**config.mk**
```make
export PLATFORM = sky130hd
export DESIGN_NAME = line_frame_sequencer
export DESIGN_NICKNAME = d
export VERILOG_FILES = /design/src/rtl/line_seq_pkg.sv /design/src/rtl/line_frame_sequencer_seq_timer.sv /design/src/rtl/line_frame_sequencer.sv
export SDC_FILE = /design/constraint.sdc
export NUM_CORES = 1
export LEC_CHECK = 0
export ABC_AREA = 1
export ABC_CLOCK_PERIOD_IN_PS = 2500
export CORE_AREA = 2 2 49 51
export DETAILED_ROUTE_END_ITERATION = 10
export DIE_AREA = 0 0 51 53
export PLACE_DENSITY = 0.83
export SYNTH_ARGS = -nofsm -noshare
export SYNTH_HDL_FRONTEND = slang
export SYNTH_SLANG_ARGS = --single-unit
```
**constraint.sdc**
```tcl
create_clock -name clk -period 2.5 [get_ports clk]
set_input_delay 0.5 -clock clk [delete_from_list [all_inputs] [get_ports clk]]
set_output_delay 0.5 -clock clk [all_outputs]
set_load 0.02 [all_outputs]
```
**src/rtl/line_seq_pkg.sv**
```systemverilog
// Shared state encoding, default frame geometry and sizing helper for the line frame sequencer.
package line_seq_pkg;

    typedef enum logic [1:0] {
        IDLE   = 2'd0,
        ACTIVE = 2'd1,
        BLANK  = 2'd2,
        DONE   = 2'd3
    } seq_state_e;

    localparam int LINES_NORMAL_DEF = 1024;
    localparam int LINES_TEST_DEF   = 4;
    localparam int BLANK_CYCLES_DEF = 8;
    localparam int LINE_W_DEF       = 11;
    localparam int WDOG_LIMIT_DEF   = 4200;

    // Bits needed to hold values 0..max_val, never less than one.
    function automatic int timer_width(input int max_val);
        if (max_val < 1) begin
            return 1;
        end else begin
            return $clog2(max_val + 1);
        end
    endfunction

endpackage

```
**src/rtl/line_frame_sequencer_seq_timer.sv**
```systemverilog
// Loadable down-counter with zero flag; holds at zero instead of wrapping.
module seq_timer #(
    parameter int W = 4
) (
    input  logic         clk,
    input  logic         rst_n,
    input  logic         load,
    input  logic [W-1:0] load_val,
    input  logic         dec,
    output logic         zero
);

    logic [W-1:0] count_r;

    // Load has priority over decrement; the count saturates at zero.
    always_ff @(posedge clk or negedge rst_n) begin
        if (!rst_n) begin
            count_r <= {W{1'b0}};
        end else if (load) begin
            count_r <= load_val;
        end else if (dec && (count_r != {W{1'b0}})) begin
            count_r <= count_r - W'(1);
        end else begin
            count_r <= count_r;
        end
    end

    assign zero = (count_r == {W{1'b0}});

endmodule

```
**src/rtl/line_frame_sequencer.sv**
```systemverilog
// Frame sequencer driving the 12-bit line counter: active lines separated by fixed blanks.
// Optional watchdog on the ACTIVE state is built when SEQ_WATCHDOG_EN is defined.
module line_frame_sequencer
    import line_seq_pkg::*;
#(
    parameter int LINES_NORMAL = LINES_NORMAL_DEF,
    parameter int LINES_TEST   = LINES_TEST_DEF,
    parameter int BLANK_CYCLES = BLANK_CYCLES_DEF,
    parameter int LINE_W       = LINE_W_DEF
`ifdef SEQ_WATCHDOG_EN
    ,
    parameter int WDOG_LIMIT   = WDOG_LIMIT_DEF
`endif
) (
    input  logic              clk,
    input  logic              rst_n,
    input  logic              start,
    input  logic              stop,
    input  logic              test,
    input  logic              end_line,
    output logic              b12_enb,
    output logic              cnt_test,
    output logic [LINE_W-1:0] line_idx,
    output logic              busy,
    output logic              end_frame,
    output logic              err_timeout
);

    localparam int BLANK_W = timer_width(BLANK_CYCLES - 1);
    localparam logic [BLANK_W-1:0] BLANK_LOAD  = BLANK_W'(BLANK_CYCLES - 1);
    localparam logic [LINE_W-1:0]  LAST_NORMAL = LINE_W'(LINES_NORMAL - 1);
    localparam logic [LINE_W-1:0]  LAST_TEST   = LINE_W'(LINES_TEST - 1);

    seq_state_e        state_r;
    seq_state_e        state_nxt_s;
    logic [LINE_W-1:0] line_idx_r;
    logic [LINE_W-1:0] last_idx_s;
    logic              cnt_test_r;
    logic              b12_enb_r;
    logic              busy_r;
    logic              end_frame_r;
    logic              frame_start_s;
    logic              line_inc_s;
    logic              blank_load_s;
    logic              blank_zero_s;

    assign last_idx_s = cnt_test_r ? LAST_TEST : LAST_NORMAL;

    seq_timer #(
        .W(BLANK_W)
    ) u_blank_timer (
        .clk      (clk),
        .rst_n    (rst_n),
        .load     (blank_load_s),
        .load_val (BLANK_LOAD),
        .dec      (state_r == BLANK),
        .zero     (blank_zero_s)
    );

`ifdef SEQ_WATCHDOG_EN
    localparam int WDOG_W = timer_width(WDOG_LIMIT - 1);
    localparam logic [WDOG_W-1:0] WDOG_LOAD = WDOG_W'(WDOG_LIMIT - 1);

    logic wdog_load_s;
    logic wdog_zero_s;
    logic timeout_s;
    logic err_timeout_r;

    // Reloaded on every entry to ACTIVE so each line gets a fresh budget.
    assign wdog_load_s = (state_nxt_s == ACTIVE) && (state_r != ACTIVE);

    seq_timer #(
        .W(WDOG_W)
    ) u_wdog_timer (
        .clk      (clk),
        .rst_n    (rst_n),
        .load     (wdog_load_s),
        .load_val (WDOG_LOAD),
        .dec      (state_r == ACTIVE),
        .zero     (wdog_zero_s)
    );
`endif

    // Next-state decode; stop overrides every other transition.
    always_comb begin
        state_nxt_s   = state_r;
        frame_start_s = 1'b0;
        line_inc_s    = 1'b0;
        blank_load_s  = 1'b0;
`ifdef SEQ_WATCHDOG_EN
        timeout_s     = 1'b0;
`endif
        if (stop) begin
            state_nxt_s = IDLE;
        end else begin
            case (state_r)
                IDLE: begin
                    if (start) begin
                        state_nxt_s   = ACTIVE;
                        frame_start_s = 1'b1;
                    end else begin
                        state_nxt_s = IDLE;
                    end
                end
                ACTIVE: begin
                    if (end_line) begin
                        if (line_idx_r == last_idx_s) begin
                            state_nxt_s = DONE;
                        end else begin
                            state_nxt_s  = BLANK;
                            line_inc_s   = 1'b1;
                            blank_load_s = 1'b1;
                        end
`ifdef SEQ_WATCHDOG_EN
                    end else if (wdog_zero_s) begin
                        state_nxt_s = IDLE;
                        timeout_s   = 1'b1;
`endif
                    end else begin
                        state_nxt_s = ACTIVE;
                    end
                end
                BLANK: begin
                    if (blank_zero_s) begin
                        state_nxt_s = ACTIVE;
                    end else begin
                        state_nxt_s = BLANK;
                    end
                end
                DONE: begin
                    state_nxt_s = IDLE;
                end
                default: begin
                    state_nxt_s = IDLE;
                end
            endcase
        end
    end

    // State register.
    always_ff @(posedge clk or negedge rst_n) begin
        if (!rst_n) begin
            state_r <= IDLE;
        end else begin
            state_r <= state_nxt_s;
        end
    end

    // Output flags follow the state being entered, so they are registered yet cycle-aligned.
    always_ff @(posedge clk or negedge rst_n) begin
        if (!rst_n) begin
            b12_enb_r   <= 1'b0;
            busy_r      <= 1'b0;
            end_frame_r <= 1'b0;
        end else begin
            b12_enb_r   <= (state_nxt_s == ACTIVE);
            busy_r      <= (state_nxt_s != IDLE);
            end_frame_r <= (state_nxt_s == DONE);
        end
    end

    // Line index and mode are frozen for the frame; the index never wraps.
    always_ff @(posedge clk or negedge rst_n) begin
        if (!rst_n) begin
            line_idx_r <= {LINE_W{1'b0}};
            cnt_test_r <= 1'b0;
        end else if (stop || frame_start_s) begin
            line_idx_r <= {LINE_W{1'b0}};
            cnt_test_r <= frame_start_s ? test : cnt_test_r;
        end else if (line_inc_s) begin
            line_idx_r <= line_idx_r + LINE_W'(1);
            cnt_test_r <= cnt_test_r;
        end else begin
            line_idx_r <= line_idx_r;
            cnt_test_r <= cnt_test_r;
        end
    end

`ifdef SEQ_WATCHDOG_EN
    // Sticky timeout flag, cleared only by the next accepted start.
    always_ff @(posedge clk or negedge rst_n) begin
        if (!rst_n) begin
            err_timeout_r <= 1'b0;
        end else if (frame_start_s) begin
            err_timeout_r <= 1'b0;
        end else if (timeout_s) begin
            err_timeout_r <= 1'b1;
        end else begin
            err_timeout_r <= err_timeout_r;
        end
    end

    assign err_timeout = err_timeout_r;
`else
    assign err_timeout = 1'b0;
`endif

    assign b12_enb   = b12_enb_r;
    assign busy      = busy_r;
    assign end_frame = end_frame_r;
    assign line_idx  = line_idx_r;
    assign cnt_test  = cnt_test_r;

endmodule

```
==> results of run 1 <==
==> per-layer routing <==
| layer | vias up | share of wire, % | track usage, % |
|---|---|---|---|
| met5 | - | 0 | 0 |
| met4 | 0 | 1.4 | 12.2 |
| met3 | 4 | 4.0 | 3.39 |
| met2 | 27 | 48 | 34.4 |
| met1 | 457 | 46 | 26.8 |
| li1 | 522 | - | - |
==> cells by family (layout without fill, tap and decap cells) <==
kind of cell	Yosys count	after routing	synth area share [%]
AND/OR/NAND/NOR	84	84	31.9
buffers and inverters	24	48	9.14
flip-flops	20	20	43.0
AO/OA/AOI/OAI	15	15	7.85
XOR/XNOR	6	6	4.52
adder cells (fa/ha/maj)	3	3	3.23
other	1	1	0.322
==> sequential cells by signal, summed over array words and instances, names as in the netlist <==
register,flops
b12_enb,1
busy,1
cnt_test,1
end_frame,1
line_idx,11
state_r,2
u_blank_timer.count_r,3
==> through the flow <==
| step | util (%) | instance area (um^2) | hold WS (ns) | cells | power [mW] |
|---|---|---|---|---|---|
| after floorplan | - | 1160 | 0.204 | 153 | 0.508 |
| after global placement | 65.1 | 1400 | 0.496 | 201 | 0.575 |
| after detailed placement | 65.1 | 1400 | 0.508 | 201 | 0.583 |
| after CTS | 66.8 | 1440 | 0.527 | 205 | 0.775 |
| after global routing | 66.8 | 1440 | 0.544 | 205 | 0.813 |
| final | 66.8 | 1440 | 0.519 | 205 | 0.766 |
==> path summary, 6_finish.rpt <==
check | from | endpoint | slack (ns) | depth (start not counted)
min in group clk | u_blank_timer.count_r[0]$_DFFE_PN0P_ | u_blank_timer.count_r[0]$_DFFE_PN0P_ | 0.54 | 2
min reg2reg | u_blank_timer.count_r[0]$_DFFE_PN0P_ | u_blank_timer.count_r[0]$_DFFE_PN0P_ | 0.54 | 2
max in group asynchronous | rst_n | line_idx[0]$_DFFE_PN0P_ | 1.77 | 2
max reg2reg | line_idx[2]$_DFFE_PN0P_ | line_idx[2]$_DFFE_PN0P_ | 0.90 | 9
max | line_idx[2]$_DFFE_PN0P_ | line_idx[2] | 0.57 | 1
min | rst_n | line_idx[5]$_DFFE_PN0P_ | 0.52 | 2
==> layout by cell type, fill, tap and decap left out, drive strengths merged <==
cell type / Yosys / routed
a21oi: 3 / 3
a31o: 1 / 1
a31oi: 1 / 1
buf: 1 / 1
clkbuf: 0 / 4
clkdlybuf4s50: 0 / 20
clkinv: 1 / 1
conb: 1 / 1
dfrtp: 20 / 20
ha: 3 / 3
inv: 22 / 22
nand2: 46 / 46
nand3: 10 / 10
nand4: 2 / 2
nor2: 24 / 24
nor3: 2 / 2
o21ai: 10 / 10
xor2: 6 / 6
==> final cells by class <==
class / instances / area, um^2
multi-input cells: 109 / 557
clock buffers: 4 / 36.3
inverters: 23 / 98.8
fillers: 172 / 713
flip-flops and latches: 20 / 500
well taps: 28 / 35.0
repair buffers: 21 / 208
==> power breakdown <==
group	internal, mW	switching, mW
registers	0.360	0.0307
logic	0.0738	0.110
clock network	0.0889	0.102
total	0.523	0.243
==> results.json, run 1 <==
{
  "critPathBufInv": 1,
  "critical_path_peak_fanout": 7,
  "count_of_pins_over_their_slew_limit": 0,
  "n_antenna_cell": 0,
  "drt_pass1_iterations": 4,
  "routability_congestion": 0.863,
  "wire_length_of_the_first_global_routing_pass_um": 4150,
  "worstPathCellList": "clkdlybuf4s50_1",
  "cts_repair_resize_count": 0,
  "hold_buffers": 0,
  "core-area_um2": 2150,
  "area_delta_synth_final_pct": 23.3,
  "outcome": "finished, final reports clean",
  "clock-root-buffer": "sky130_fd_sc_hd__clkbuf_4",
  "achievable-frequency_ghz": 0.518,
  "crit_path_top_delay_cell": "sky130_fd_sc_hd__clkdlybuf4s50_1",
  "postSynth.asyncResetShare_pct": 100,
  "setup_viol": 0,
  "yosysWarnings": 0,
  "numPortBuffers": 20,
  "post_synth_inst_count": 153,
  "post-synth-top-area-fraction_pct": 43.0,
  "yosysSeqAreaShare_pct": 43.0,
  "hold_path.class": "input port to async pin",
  "syn_nets": 162,
  "worst_skew_pair.late_latency_ns": 0.31,
  "syn-cell-area_um2": 1160,
  "rows": 17,
  "fraction_of_final_layout_cells_sized_beyond_drive_strength_1_pct": 7.91,
  "io-pin-count": 22,
  "yosys_register_bits": 20,
  "grt_setup_unrepaired": "false",
  "wl_per_cell_um": 11.6,
  "ys.flop_type": "sky130_fd_sc_hd__dfrtp_1",
  "slowest_delay_ns": 0.65,
  "critPathKind": "flop to output port",
  "netlist_top_cells_area": "sky130_fd_sc_hd__dfrtp_1, sky130_fd_sc_hd__nand2_1, sky130_fd_sc_hd__nor2_1, sky130_fd_sc_hd__inv_1, sky130_fd_sc_hd__xor2_1",
  "most_frequent_cell_after_synthesis": "sky130_fd_sc_hd__nand2_1",
  "dieArea_um2": 2700,
  "vias_per_cell": 4.93,
  "cts.repair_timing.setup_buffer_count": 0,
  "tritoncts_clock_tree": "yes",
  "clockBufferDepth": 2,
  "worst_path_top_cell_family_by_delay": "buffers and inverters",
  "grt_util_all_layers_pct": 21.2,
  "post-route-period-util_pct": 77.2,
  "initial_utilization_pct": 54.2,
  "detailedPlace.worstSlack_ns": 0.724,
  "maximum_capacitance_violations": 0,
  "netlist.top_cell.by_area": "sky130_fd_sc_hd__dfrtp_1",
  "netlist_top_cells_count": "sky130_fd_sc_hd__nand2_1, sky130_fd_sc_hd__nor2_1, sky130_fd_sc_hd__inv_1",
  "chipWidth_um": 51,
  "die_y_um": 53,
  "postLayoutSetupSlackWorst_ns": 0.569,
  "final.min_clock_period_ns": 1.93,
  "grt-ovfl-total": 0,
  "nets": 187,
  "worst_ir_drop_vdd_mv": 0.376,
  "cts_inserted_buffers": 3,
  "worst_setup_hold_path_clk_slew_ns": 0.12,
  "ant_nets": 0,
  "cts.sinks": 20,
  "cell_variety_after_synth": 22,
  "final.setup.tns_ns": 0,
  "dp_hpwl_um": 1800,
  "drc_errors": 0,
  "drtIter0Drc": 18,
  "critical_path.endpoint_type": "output port",
  "grt_antenna_before_repair": 0,
  "syn_area_per_cell_um2": 7.61,
  "cts_max_level": 1,
  "synth_edf_count": 0,
  "detailroute.via_count": 1010,
  "fin_worst_skew_ns": 0.00644,
  "grt_pass1_vias": 951,
  "timing.final.hold_violations": 0,
  "drt-total-wl_um": 2370,
  "p_leak_nw": 0.682,
  "maximum_number_of_pins_on_one_net_before_global_route_repair": 21,
  "worstPathRequired_ns": 2.00,
  "power_density_nw_per_um2": 534,
  "worst_setup_path_start_kind": "flop",
  "cp_data_arrival_time_ns": 1.43
}
(Power assumes the default switching activity.)
==> run 2, diff against run 1 <==
--- a/config.mk
+++ b/config.mk
@@ -6,11 +6,11 @@
 export NUM_CORES = 1
 export LEC_CHECK = 0
 export ABC_AREA = 1
-export ABC_CLOCK_PERIOD_IN_PS = 2500
-export CORE_AREA = 2 2 49 51
+export ABC_CLOCK_PERIOD_IN_PS = 2000
+export CORE_AREA = 2 2 51 53
 export DETAILED_ROUTE_END_ITERATION = 10
-export DIE_AREA = 0 0 51 53
-export PLACE_DENSITY = 0.83
+export DIE_AREA = 0 0 53 55
+export PLACE_DENSITY = 0.77
 export SYNTH_ARGS = -nofsm -noshare
 export SYNTH_HDL_FRONTEND = slang
 export SYNTH_SLANG_ARGS = --single-unit
==> constraint.sdc (replaced) <==
create_clock -name clk -period 2 [get_ports clk]
set_input_delay 0.4 -clock clk [delete_from_list [all_inputs] [get_ports clk]]
set_output_delay 0.4 -clock clk [all_outputs]
set_load 0.02 [all_outputs]
==> results.json, run 2 (same netlist as run 1, synthesis figures left out) <==
{
  "outcome": "finished, final reports clean",
  "critPathLaunch": "line_idx[2]$_DFFE_PN0P_",
  "dp_hpwl_um": 1840,
  "setup_viol": 0,
  "initial_utilization_pct": 49.2,
  "ff2ff_path_depth": 9,
  "worst_path_top_cell_family_by_delay": "buffers and inverters",
  "die_y_um": 55,
  "area_delta_synth_final_pct": 24.9,
  "critPathKind": "flop to output port",
  "largest_register_ffs": 11,
  "worst_setup_path_start_kind": "flop",
  "drt-total-wl_um": 2370,
  "n_antenna_cell": 0,
  "grt-ovfl-total": 0,
  "hold_buffers": 0,
  "cts_max_level": 1,
  "chipWidth_um": 53,
  "routability_congestion": 0.862,
  "count_of_pins_over_their_slew_limit": 0,
  "clockBufferDepth": 2,
  "nets": 187,
  "critical_path.reg2reg.startpoint": "line_idx[0]$_DFFE_PN0P_",
  "final.min_clock_period_ns": 1.84,
  "tritoncts_clock_tree": "yes",
  "final.setup.tns_ns": 0,
  "worst_skew_pair.late_latency_ns": 0.31,
  "slowest_delay_ns": 0.65,
  "critPathBufInv": 1,
  "most_frequent_cells_in_the_layout": "sky130_fd_sc_hd__nand2_1, sky130_fd_sc_hd__nor2_1, sky130_fd_sc_hd__inv_1, sky130_fd_sc_hd__dfrtp_1, sky130_fd_sc_hd__clkdlybuf4s50_1",
  "power_density_nw_per_um2": 725,
  "achievable-frequency_ghz": 0.542,
  "cts.repair_timing.setup_buffer_count": 0,
  "detailroute.via_count": 1035,
  "fin_worst_skew_ns": 0.0124,
  "io-pin-count": 22,
  "cts.sinks": 20,
  "rr_endpoint": "line_idx[3]$_DFFE_PN0P_",
  "grt_pass1_vias": 949,
  "dieArea_um2": 2920,
  "layout.cells.most_common": "sky130_fd_sc_hd__nand2_1",
  "fraction_of_final_layout_cells_sized_beyond_drive_strength_1_pct": 7.91,
  "cts_repair_resize_count": 0,
  "post-route-period-util_pct": 92.2,
  "numPortBuffers": 20,
  "worst_setup_hold_path_clk_slew_ns": 0.13,
  "drt_pass1_iterations": 4,
  "crit_path_top_delay_cell": "sky130_fd_sc_hd__clkdlybuf4s50_1",
  "cp_data_arrival_time_ns": 1.44,
  "maximum_capacitance_violations": 0,
  "ant_nets": 0,
  "clock-root-buffer": "sky130_fd_sc_hd__clkbuf_4",
  "worst_ir_drop_vdd_mv": 0.580,
  "vias_per_cell": 5.00,
  "grt_util_all_layers_pct": 19.0,
  "grt_setup_unrepaired": "false",
  "grt_antenna_before_repair": 0,
  "critical_path_peak_fanout": 7,
  "drtIter0Drc": 29,
  "total_power_mw": 1.05,
  "worstPathRequired_ns": 1.60,
  "r2r_setup_slack_ns": 0.46,
  "worstPathCellList": "clkdlybuf4s50_1",
  "cts_inserted_buffers": 3,
  "maximum_number_of_pins_on_one_net_before_global_route_repair": 21,
  "p_leak_nw": 0.689,
  "critical_path.endpoint_type": "output port",
  "drc_errors": 0,
  "timing.final.hold_violations": 0,
  "hold_path.class": "input port to async pin",
  "core-area_um2": 2360,
  "wl_per_cell_um": 11.5,
  "wire_length_of_the_first_global_routing_pass_um": 3930,
  "rows": 18
}
## run 2: cell count changes in the layout (fill, tap and decap cells not counted)
cell / delta
sky130_fd_sc_hd__clkbuf_8: -1
sky130_fd_sc_hd__bufinv_16: +1
## run 2: report_power, final
part / internal, mW / leakage, nW / switching [mW]
Clock: 0.203 / 0.0279 / 0.136
Combinational: 0.0923 / 0.401 / 0.135
Sequential: 0.450 / 0.260 / 0.0372
## run 2: worst max-delay path by stage
stage / to / depth (start not counted)
after floorplan: line_idx[7]$_DFFE_PN0P_ / 9
after global placement: line_idx[8]$_DFFE_PN0P_ / 8
after detailed placement: line_idx[8]$_DFFE_PN0P_ / 8
after CTS: line_idx[6] / 1
after global routing: line_idx[6] / 1
final: line_idx[2] / 1
## run 2: final cells by class
type / count / area [um^2]
clock buffers: 3 / 22.5
clock inverters: 1 / 30.0
fillers: 205 / 911
inverters: 23 / 98.8
multi-input cells: 109 / 557
flip-flops and latches: 20 / 500
well taps: 30 / 37.5
repair buffers: 21 / 208
## run 2: stage by stage
| step | util [%] | cells | worst slack [ns] | area (um^2) | hold slack (ns) |
|---|---|---|---|---|---|
| after global routing | 61.5 | 207 | 0.0923 | 1450 | 0.441 |
| final | 61.5 | 207 | 0.157 | 1450 | 0.408 |
| after CTS | 61.5 | 207 | 0.145 | 1450 | 0.420 |
| after detailed placement | 59.3 | 203 | 0.291 | 1400 | 0.507 |
| after floorplan | - | 153 | 0.511 | 1160 | 0.104 |
| after global placement | 59.3 | 203 | 0.309 | 1400 | 0.481 |
## run 2: layer usage
layer | vias up | track usage (%) | wire, um
li1 | 521 | - | -
met1 | 480 | 23.1 | 1020
met2 | 30 | 32.3 | 1200
met3 | 4 | 2.42 | 119
met4 | 0 | 11.5 | 34
met5 | - | 0 | 0
## run 2: worst reg2reg max path, stage by stage, from the launching register on
cell and delay (ns):
sky130_fd_sc_hd__dfrtp_1 0.46, sky130_fd_sc_hd__ha_1 0.26, sky130_fd_sc_hd__inv_1 0.09, sky130_fd_sc_hd__nor2_1 0.11, sky130_fd_sc_hd__nand3_2 0.12, sky130_fd_sc_hd__nand2_4 0.13
sky130_fd_sc_hd__nand2_8 0.10, sky130_fd_sc_hd__clkinv_8 0.09, sky130_fd_sc_hd__nand2_1 0.06, sky130_fd_sc_hd__o21ai_2 0.05
==> run 3, diff against run 2 <==
--- a/config.mk
+++ b/config.mk
@@ -7,10 +7,11 @@
 export LEC_CHECK = 0
 export ABC_AREA = 1
 export ABC_CLOCK_PERIOD_IN_PS = 2000
-export CORE_AREA = 2 2 51 53
+export CORE_AREA = 3 3 51 53
+export CTS_BUF_LIST = sky130_fd_sc_hd__clkbuf_8
 export DETAILED_ROUTE_END_ITERATION = 10
-export DIE_AREA = 0 0 53 55
-export PLACE_DENSITY = 0.77
+export DIE_AREA = 0 0 54 56
+export PLACE_DENSITY = 0.8
 export SYNTH_ARGS = -nofsm -noshare
 export SYNTH_HDL_FRONTEND = slang
 export SYNTH_SLANG_ARGS = --single-unit
==> results.json, run 3 (same netlist as run 1, synthesis figures left out) <==
{
  "routability_congestion": 0.872,
  "worstPathCellList": "clkdlybuf4s50_1",
  "grt_pass1_vias": 1013,
  "highest_layer": "met3",
  "grt_antenna_before_repair": 0,
  "detailroute.via_count": 1043,
  "grt-ovfl-total": 0,
  "post-route-period-util_pct": 89.3,
  "ant_nets": 0,
  "power_density_nw_per_um2": 766,
  "drtIter0Drc": 25,
  "cts.sinks": 20,
  "cp_data_arrival_time_ns": 1.39,
  "fin_worst_skew_ns": 0.00548,
  "fraction_of_final_layout_cells_sized_beyond_drive_strength_1_pct": 7.91,
  "ff2ff_path_depth": 9,
  "crit_path_top_delay_cell": "sky130_fd_sc_hd__clkdlybuf4s50_1",
  "cts_inserted_buffers": 3,
  "maximum_number_of_pins_on_one_net_before_global_route_repair": 21,
  "dieArea_um2": 3020,
  "stdcell_area_um2": 1470,
  "grt_setup_unrepaired": "false",
  "critPathBufInv": 1,
  "p_leak_nw": 0.697,
  "critical_path_peak_fanout": 7,
  "area_delta_synth_final_pct": 26.3,
  "clockBufferDepth": 2,
  "final.setup.tns_ns": 0,
  "final.min_clock_period_ns": 1.79,
  "core-area_um2": 2190,
  "most_frequent_cells_in_the_layout": "sky130_fd_sc_hd__nand2_1, sky130_fd_sc_hd__nor2_1, sky130_fd_sc_hd__inv_1, sky130_fd_sc_hd__dfrtp_1, sky130_fd_sc_hd__clkdlybuf4s50_1",
  "routed-wl-met3_um": 154,
  "drt-total-wl_um": 2500,
  "count_of_pins_over_their_slew_limit": 0,
  "timing.final.hold_violations": 0,
  "hold_path.class": "input port to async pin",
  "clkPwrFrac_pct": 35.8,
  "vias_per_cell": 5.09,
  "critical_path.reg2reg.startpoint": "line_idx[0]$_DFFE_PN0P_",
  "wl_per_cell_um": 12.2,
  "hold_buffers": 0,
  "die_y_um": 56,
  "worst_ir_drop_vdd_mv": 0.652,
  "r2r_setup_slack_ns": 0.46,
  "initial_utilization_pct": 53.1,
  "internal-power_mw": 0.812,
  "numPortBuffers": 20,
  "slowest_delay_ns": 0.65,
  "rows": 17,
  "cts_repair_resize_count": 0,
  "switching_power_mw": 0.313,
  "io-pin-count": 22,
  "drt_pass1_iterations": 4,
  "n_antenna_cell": 0,
  "chipWidth_um": 54,
  "detailed_place.area_um2": 1400,
  "clock-root-buffer": "sky130_fd_sc_hd__clkbuf_8",
  "critical_path.endpoint_type": "output port",
  "grt_util_all_layers_pct": 19.3,
  "power_frac_comb_pct": 20.7,
  "worst_setup_path_start_kind": "flop",
  "nets": 187,
  "rr_endpoint": "line_idx[3]$_DFFE_PN0P_",
  "maximum_capacitance_violations": 0,
  "achievable-frequency_ghz": 0.560,
  "wl_met1_um": 1110,
  "worst_skew_pair.late_latency_ns": 0.26,
  "worst_path_top_cell_family_by_delay": "buffers and inverters",
  "power.switching_fraction_pct": 27.8,
  "critPathKind": "flop to output port",
  "routed-wl-met2_um": 1240,
  "cts_max_level": 1,
  "outcome": "finished, final reports clean",
  "dp_hpwl_um": 1890,
  "layout.cells.most_common": "sky130_fd_sc_hd__nand2_1",
  "seqPwrFrac_pct": 43.5,
  "worst_setup_hold_path_clk_slew_ns": 0.08,
  "setup_viol": 0,
  "worstPathRequired_ns": 1.60,
  "drc_errors": 0,
  "tritoncts_clock_tree": "yes",
  "cts.repair_timing.setup_buffer_count": 0,
  "hold_ws_ns": 0.469,
  "wire_length_of_the_first_global_routing_pass_um": 4370,
  "largest_register_ffs": 11
}
==> run 3: cell counts in the layout (fill, tap and decap cells not counted) <==
Identical to the previous run, type by type.
==> run 3: worst max path at each step <==
stage,start,endpoint,slack [ns],cells past startpoint
after floorplan,line_idx[0]$_DFFE_PN0P_,line_idx[7]$_DFFE_PN0P_,0.51,9
after global placement,end_line,line_idx[8]$_DFFE_PN0P_,0.31,8
after detailed placement,start,line_idx[4]$_DFFE_PN0P_,0.29,8
after CTS,line_idx[6]$_DFFE_PN0P_,line_idx[6],0.21,1
after global routing,line_idx[6]$_DFFE_PN0P_,line_idx[6],0.12,1
final,line_idx[6]$_DFFE_PN0P_,line_idx[6],0.21,1
==> run 3: power groups by stage <==
| stage | Combinational [mW] | Sequential (mW) | Clock [mW] |
|---|---|---|---|
| floorplan | 0.122 | 0.513 | 0 |
| global placement | 0.220 | 0.493 | 0 |
| detailed placement | 0.234 | 0.495 | 0 |
| CTS | 0.239 | 0.489 | 0.413 |
| global route | 0.266 | 0.495 | 0.429 |
| finish | 0.233 | 0.489 | 0.403 |
==> run 3: metal layers <==
metal / global-route usage (%) / up-vias
met3: 7.51 / 0
met1: 24.0 / 485
met4: 4.63 / 0
met2: 30.6 / 37
met5: 0 / -
li1: - / 521
==> run 3: through the flow <==
| step | power, mW | worst slack (ns) | utilization, % | instances |
|---|---|---|---|---|
| floorplan | 0.635 | 0.511 | - | 153 |
| global placement | 0.713 | 0.312 | 63.8 | 201 |
| detailed placement | 0.729 | 0.288 | 63.8 | 201 |
| CTS | 1.14 | 0.207 | 67.1 | 205 |
| global route | 1.19 | 0.120 | 67.1 | 205 |
| finish | 1.13 | 0.213 | 67.1 | 205 |
==> run 3: layout make-up <==
class	instances	area [um^2]
clock buffer	3	41.3
clock inverter	1	30.0
fill	167	721
inverter	23	98.8
multi-input combinational	109	557
sequential	20	500
tap	28	35.0
timing repair buffer	21	208
